### src/rtl/uart_rx_deser.sv
// uart_rx_deser: UART receive front end with 16x oversampling, 5-8 data bits, optional parity, one stop bit.
// Ports:
//   CLK, reset            system clock, synchronous active-high reset
//   RxD                   asynchronous serial input, idles high
//   divisor               clocks per 16x tick, 0 disables the receiver
//   wls, pen, eps         word length (5+wls bits), parity enable, even parity select
//   rd_ack, err_clr       RBR read pulse, sticky error clear pulse
//   rx_data, data_ready   receive buffer register and its unread flag
//   rx_strobe             one-cycle pulse when the RBR is loaded
//   overrun_err, parity_err, frame_err, break_det   sticky line-status flags
//   rx_busy               a frame is in progress
module uart_rx_deser #(
  parameter int SYNC_STAGES = 2,
  parameter int DIV_W = 16
) (
  input  logic             CLK,
  input  logic             reset,
  input  logic             RxD,
  input  logic [DIV_W-1:0] divisor,
  input  logic [1:0]       wls,
  input  logic             pen,
  input  logic             eps,
  input  logic             rd_ack,
  input  logic             err_clr,
  output logic [7:0]       rx_data,
  output logic             data_ready,
  output logic             rx_strobe,
  output logic             overrun_err,
  output logic             parity_err,
  output logic             frame_err,
  output logic             break_det,
  output logic             rx_busy
);
  localparam logic [2:0] IDLE   = 3'd0;
  localparam logic [2:0] START  = 3'd1;
  localparam logic [2:0] DATA   = 3'd2;
  localparam logic [2:0] PARITY = 3'd3;
  localparam logic [2:0] STOP   = 3'd4;
  logic [SYNC_STAGES-1:0] sync;
  logic                   rxd;
  logic [2:0]             state;
  logic [DIV_W-1:0]       presc;
  logic [3:0]             cnt;
  logic [2:0]             idx;
  logic [7:0]             sh;
  logic [7:0]             word;
  logic                   par, zero, pe, armed;
  logic                   en, tick, mid, sample, last, done;
  assign rxd     = sync[SYNC_STAGES-1];
  assign en      = divisor != '0;
  // >= rather than == so a divisor lowered mid-frame cannot strand the prescaler
  assign tick    = en && state != IDLE && presc >= divisor - DIV_W'(1);
  assign mid     = tick && cnt == 4'd7;
  assign sample  = tick && cnt == 4'd15;
  assign last    = idx == {1'b0, wls} + 3'd4;
  assign done    = state == STOP && sample;
  // data enters at the MSB, so a short word sits in the upper bits until shifted down
  assign word    = sh >> (2'd3 - wls);
  assign rx_busy = state != IDLE;
  always_ff @(posedge CLK) begin
    if (reset) sync <= '1;
    else sync <= {sync[SYNC_STAGES-2:0], RxD};
  end
  always_ff @(posedge CLK) begin
    if (reset || !en || state == IDLE || tick) presc <= '0;
    else presc <= presc + DIV_W'(1);
  end
  always_ff @(posedge CLK) begin
    if (reset) begin
      state <= IDLE;
      cnt   <= '0;
      idx   <= '0;
      sh    <= '0;
      par   <= 1'b0;
      zero  <= 1'b1;
      pe    <= 1'b0;
      armed <= 1'b1;
    end else if (!en) begin
      state <= IDLE;
      cnt   <= '0;
    end else begin
      if (tick) cnt <= cnt + 4'd1;
      case (state)
        IDLE: begin
          // after a framing error the line must go high before a new start is accepted
          armed <= armed | rxd;
          if (!rxd && armed) begin
            state <= START;
            cnt   <= '0;
          end
        end
        START: if (mid) begin
          cnt <= '0;
          if (rxd) state <= IDLE;
          else begin
            state <= DATA;
            idx   <= '0;
            par   <= 1'b0;
            zero  <= 1'b1;
            pe    <= 1'b0;
          end
        end
        DATA: if (sample) begin
          sh   <= {rxd, sh[7:1]};
          par  <= par ^ rxd;
          zero <= zero & ~rxd;
          idx  <= idx + 3'd1;
          if (last) state <= pen ? PARITY : STOP;
        end
        PARITY: if (sample) begin
          pe    <= par ^ rxd ^ ~eps;
          zero  <= zero & ~rxd;
          state <= STOP;
        end
        STOP: if (sample) begin
          state <= IDLE;
          armed <= rxd;
        end
        default: state <= IDLE;
      endcase
    end
  end
  always_ff @(posedge CLK) begin
    if (reset) begin
      rx_data     <= '0;
      data_ready  <= 1'b0;
      rx_strobe   <= 1'b0;
      overrun_err <= 1'b0;
      parity_err  <= 1'b0;
      frame_err   <= 1'b0;
      break_det   <= 1'b0;
    end else begin
      rx_strobe   <= done;
      if (done) rx_data <= word;
      data_ready  <= done | (data_ready & ~rd_ack);
      overrun_err <= (overrun_err & ~err_clr) | (done & data_ready & ~rd_ack);
      parity_err  <= (parity_err & ~err_clr) | (done & pe);
      frame_err   <= (frame_err & ~err_clr) | (done & ~rxd);
      break_det   <= (break_det & ~err_clr) | (done & ~rxd & zero);
    end
  end
endmodule

### config.mk
export PLATFORM = sky130hd
export DESIGN_NAME = uart_rx_deser
export DESIGN_NICKNAME = d
export VERILOG_FILES = /design/src/rtl/uart_rx_deser.sv
export SDC_FILE = /design/constraint.sdc
export NUM_CORES = 1
export LEC_CHECK = 0
export BUFFER_PORTS_ARGS = -buffer_cell sky130_fd_sc_hd__buf_2
export CORE_ASPECT_RATIO = 2
export CORE_MARGIN = 5
export CORE_UTILIZATION = 58
export CTS_CLUSTER_DIAMETER = 30
export DETAILED_ROUTE_END_ITERATION = 16
export PLACE_DENSITY = 0.88
export SLEW_MARGIN = 15
export SYNTH_ARGS = -nofsm -noshare
export SYNTH_HDL_FRONTEND = slang
export SYNTH_SLANG_ARGS = --single-unit
export TNS_END_PERCENT = 30
### constraint.sdc
create_clock -name CLK -period 4.6 [get_ports CLK]
set_input_delay 0.92 -clock CLK [delete_from_list [all_inputs] [get_ports CLK]]
set_output_delay 0.92 -clock CLK [all_outputs]
set_load 0.05 [all_outputs]
# Word level (Yosys, flattened, before mapping)
# Index checks and enable logic that the tools add are counted.
# W data, S select, Z words.
[totals]
regBits = 54
output_inout_bits = 15
in_bits = 25
word_cells = 119
[op_classes]
n_eq_ne = 15
n_mux = 29
addsub = 6
n_shift = 1
reduce_logical = 26
bitwise_logic = 24
n_lt_le_gt_ge = 1
[ops]
columns = ["op", "n"]
rows = [
  ["$mux W3", 10],
  ["$add A16 B1 Y16 const B", 1],
  ["$ge A16 B16 Y1", 1],
  ["$reduce_bool A16 Y1", 1],
  ["$sub A16 B1 Y16 const B", 1],
  ["$pmux W3 S5", 1],
  ["$reduce_and A5 Y1", 3],
  ["$mux W4", 3],
  ["$ne A2 B2 Y1 const B", 6],
  ["$and A1 B1 Y1", 11],
  ["$mux W1", 8],
  ["$pmux W1 S2", 4],
  ["$pmux W4 S2", 1],
  ["$reduce_bool A2 Y1", 4],
  ["$shr A8 B2 Y8", 1],
  ["$eq A3 B2 Y1 const B", 2],
  ["$logic_and A1 B1 Y1", 6],
  ["$or A1 B1 Y1", 6],
  ["$pmux W3 S2", 1],
  ["$reduce_and A3 Y1", 2],
  ["$reduce_and A6 Y1", 1],
  ["$not A1 Y1", 5],
  ["$add A4 B1 Y4 const B", 1],
  ["$eq A4 B3 Y1 const B", 1],
  ["other kinds (15)", 21],
]

# Depth between registers and ports, before layout
[logic_depth]
word_depth = 8
depth_mapped = 16
depth_no_buf = 14

# Least setup slack after synthesis
# OpenSTA, ideal clock, no wires.
[synth_path]
kind = "input -> register"
startpoint = "input divisor[3]"
endpoint = "register idx[2]"
arrival_ps = 4099
stages = 15
required_ps = 4499
n_path_buf = 2
setup_slack_ps = 400
setup_ps = 101
path_cell_list = "nor4_1 nor2b_1 nand2_1 or2_2 nor4_1 xnor2_1 ha_1 and4_1 and4_1 nand4b_1 and3_1 buf_6 or4_4 buf_6 o41ai_1"
[synth_via]
elab_chain_len = 6
word_cells_on_any_way = 10
classes_between = "add/sub (1); order compare (1); eq/ne (2); reduce/logical (6)"
[synth_lines]
columns = ["element", "line", "rtl"]
rows = [
  ["from (decl)", "19", "input logic [DIV_W-1:0] divisor,"],
  ["$sub A16 B1 Y16 or $reduce_bool A16 Y1 (tied branches)", "52, 50", ""],
  ["$ge A16 B16 Y1 or $logic_and A1 B1 Y1 (tied branches)", "52", "assign tick = en && state != IDLE && presc >= divisor - DIV_W'(1);"],
  ["$logic_and A1 B1 Y1", "52", ""],
  ["$logic_and A1 B1 Y1 (on tied branches)", "54, 53", ""],
  ["$ne A2 B2 Y1 (no source line)", "n/a", ""],
  ["$reduce_and A5 Y1 (no source line) (*)", "n/a", ""],
  ["to (signal assigned)", "107", "idx <= idx + 3'd1;"],
  ["to (decl)", "44", "logic [2:0] idx;"],
]
# Mark *: on every way between the ends. The rest lies on a longest branch, timed or not.
# A chain may end at the register's enable or synchronous reset.

# Final worst setup path
[layout_path]
startpoint = "input divisor[3]"
endpoint = "register cnt[3]"
[layout_via]
elab_chain_len = 6
word_cells_on_any_way = 12
classes_between = "add/sub (1); order compare (1); mux (4); bitwise (1); reduce/logical (5)"
[layout_lines]
columns = ["element", "line", "rtl"]
rows = [
  ["$sub A16 B1 Y16 or $reduce_bool A16 Y1 (tied branches)", "52, 50", ""],
  ["$ge A16 B16 Y1 or $logic_and A1 B1 Y1 (tied branches)", "52", ""],
  ["$logic_and A1 B1 Y1", "52", ""],
  ["$mux W4 or $logic_and A1 B1 Y1 (tied branches)", "82, 53", ""],
  ["$mux W4 (on tied branches)", "92, 87", ""],
  ["$pmux W4 S2", "83", "case (state)"],
  ["to (signal assigned)", "82", "if (tick) cnt <= cnt + 4'd1;"],
  ["to (decl)", "43", "logic [3:0] cnt;"],
]
# Several ways; a longest one is shown, not always the timed one.

==> out/metrics.csv <==
stage,metric,value,unit
layout,final instance area,3402,sq um
grt,global-route wire length before repair,10870,microns
critical_path,reg2reg path depth,9,
critical_path,crit-path cells,buf_2 -> nor4_1 -> nor2b_1 -> nand2_1 -> or2_2 -> nor4_1 -> xnor2_1 -> ha_1 -> and4_1 -> and4_1 -> nand4b_1 -> and3_1 -> o21a_1 -> o31ai_1 -> nor2_1,
clock_tree,number of post-CTS setup repair buffers,0,
sta,Min Hold Slack,0.4183,ns
route,vias,2743,
grt,grt ovf,0,
yosys,part of the Yosys area used for sequential elements,34.74,%
critical_path,RR Startpoint,presc[0],
pwr,Tot Pwr,0.0007964,W
critical_path,Worst Setup End Kind,flip-flop,
critical_path,Critical Path Start Type,input pin,
route,vias per cell,5.811,
layout,"commonest cells after routing, fill and taps aside","54 x dfxtp_1, 48 x nand2_1, 46 x nor2_1",
sta,Peak Freq,236.8,MHz
sta,Total Neg Setup Slack,0,ns
clock_tree,H-tree levels,2,
clock_tree,number of buffers created by CTS,5,
floorplan,Starting Density,60.01,%
yosys,synth warn,0,
route,Antenna Nets Post-Route,0,
route,DRT Pass-1 Iters,4,
yosys,Synth Register Bits,54,
sta,max-slew violations,0,
clock_tree,hold_buf cts,0,
critical_path,Worst Path Arrival,4.41,ns
sta,setup ws final,0.3776,ns
critical_path,Worst path max stage delay,0.48,ns
sta,Final Hold Fails,0,
clock_tree,worst-skew pair later-pin latency,0.32,ns
critical_path,capture point of the worst path,cnt[3],
clock_tree,cts repair resizes,0,
route,routed len/inst,13.68,microns
layout,Area growth syn-to-layout,9.328,%
hold_path,worst min path class,reg -> reg,
place,gpl congestion,0.9075,
yosys,ys async rst share,0,%
route,DRT iter0 DRCs,112,
flow_run,Max Cap Violations,0,
route,# DRC,0,
yosys,post-synth top area share,34.74,%
critical_path,Setup CP Type,in -> reg,
route,Total Wirelength,6457,microns
layout,Diodes inserted,0,
place,IO Port Bufs,39,
place,Post-DP HPWL,5105,microns
clock_tree,CTS tree,yes,
layout,"most common cell after layout, fill and taps aside",dfxtp_1,
grt,largest net degree at the start of global routing,37,
sta,Worst slew margin,58.43,%
grt,Tot GR Track Use,19.98,%
critical_path,slowest cell on the critical path,o31ai_1,
sta,worst slew pin tran,0.6202,ns
floorplan,Row Count,37,
yosys,Mapped Nets,428,
yosys,Synth Instances,382,
critical_path,Reg2Reg Setup Slack,1.90,ns
floorplan,core area,5185,sq um
floorplan,IO Pins,40,
sta,Period minus WS final,4.222,ns
clock_tree,Sink Count,54,
critical_path,WP data required,4.79,ns
floorplan,Die ar.,7019,sq um
clock_tree,Worst-path clk slew,0.09,ns
sta,"Period Utilization, post-route",91.79,%
yosys,"Top FF cell, synth",dfxtp_1,
yosys,Synth area leaders,"dfxtp_1 35%, ha_1 8.4%, nand2_1 5.8%, nor2_1 5.5%, xnor2_1 5.3%",
yosys,Avg Synthesized Cell Area,8.146,sq um
yosys,"area leader, netlist",dfxtp_1,
critical_path,launch point of the worst path,divisor[3],
clock_tree,Clock Path Buffers,2,
layout,fin nets,460,
critical_path,CP Max Fanout,8,
pwr,Pwr Density,234.1,nW/um^2
sta,Layout Skew,0.007854,ns
yosys,count of cell types in the netlist,45,
place,dpl ws,0.06857,ns
sta,Final Setup Violations,0,
grt,vias in the first global route,2702,
critical_path,R2R Path End,pe,
floorplan,die width,61.80,microns
sta,RSZ-0062 raised after global routing,no,
place,area post-placement,3322,sq um
yosys,number of synthesized flops with an enable pin,0,
pwr,Peak VDD IR,0.0002481,V
grt,initial antenna violation count,0,
floorplan,Die Ht,113.6,microns
clock_tree,clk root buf,clkbuf_8,
outcome,status,finished clean,
yosys,post-synth design cell area,3112,sq um
layout,layout cells sized above 1,14.49,%
pwr,Pleak,1.324,nW
[worst min-delay path by stage]
stage	startpoint	to	slack, ns	depth (start not counted)
after floorplan	sync[0]	sync[1]	0.39	1
after global placement	sync[0]	sync[1]	0.40	1
after detailed placement	sync[0]	sync[1]	0.40	1
after CTS	sync[0]	sync[1]	0.42	1
after global routing	sync[0]	sync[1]	0.43	1
final	sync[0]	sync[1]	0.42	1
[metal layers]
layer | track usage, % | part of all wire [%] | vias up
li1 | - | - | 1396
met1 | 18.78 | 37 | 1246
met2 | 36.53 | 55 | 79
met3 | 4.077 | 4.9 | 22
met4 | 12.18 | 3.7 | 0
met5 | 0 | 0 | -
[per-stage QoR]
step                instances  utilization, %
floorplan                 382               -
global placement          465           64.07
detailed placement        465           64.07
CTS                       472           65.61
global route              472           65.61
finish                    472           65.61
[sequential cells by signal, indices dropped and copies added, names as in the netlist]
signal and count:
rx_data 8, state 3, sh 8, armed 1, presc 16, par 1, parity_err 1, sync 2
pe 1, frame_err 1, data_ready 1, cnt 4, zero 1, rx_strobe 1, idx 3, overrun_err 1
break_det 1
[kinds of logic (layout without fill, tap and decap cells)]
logic type	count (synthesis)	after routing	synth area share, %
multiplexers	11	11	4.101
buffers and inverters	27	59	3.900
flip-flops	54	54	34.74
XOR/XNOR	35	35	9.851
adder cells (fa/ha/maj)	21	21	8.444
AO/OA/AOI/OAI	57	57	11.58
AND/OR/NAND/NOR	177	177	27.38
[Yosys cell counts, types with 2 or more instances]
library cell / instances
a211oi_1: 3
a21oi_1: 28
a221o_1: 3
a31oi_1: 2
and3_1: 4
and4_1: 3
buf_6: 2
clkbuf_1: 14
dfxtp_1: 54
ha_1: 21
inv_1: 9
mux2_2: 4
mux2i_1: 6
nand2_1: 48
nand2b_1: 9
nand3_1: 24
nand4_1: 5
nand4b_1: 2
nor2_1: 46
nor2b_1: 7
nor3_1: 12
nor4_1: 4
o211ai_1: 3
o21a_1: 3
o21ai_0: 5
o41ai_1: 4
or2_2: 4
or3_1: 3
xnor2_1: 19
xor2_1: 16
[report_power, final]
group	internal, W	total (W)	switching [W]
registers	0.000469	0.000472	0.00000312
clock network	0.000105	0.000256	0.000151
logic	0.0000287	0.0000688	0.0000401
[layout make-up]
type / instances / area (sq um)
fillers: 478 / 1783
well taps: 58 / 72.57
repair buffers: 43 / 225.2
flip-flops and latches: 54 / 1081
inverters: 9 / 33.78
clock inverters: 1 / 7.507
multi-input cells: 301 / 1909
clock buffers: 6 / 72.57
[worst max-delay path: cells and delay by family]
| kind | cells | cell delay (ns) |
|---|---|---|
| simple gates | 10 | 2.21 |
| xor+xnor | 1 | 0.12 |
| compound gates | 2 | 0.74 |
| buf+inv | 1 | 0.12 |
| fa+ha+maj | 1 | 0.30 |
Power figures use the tool's default switching activity.
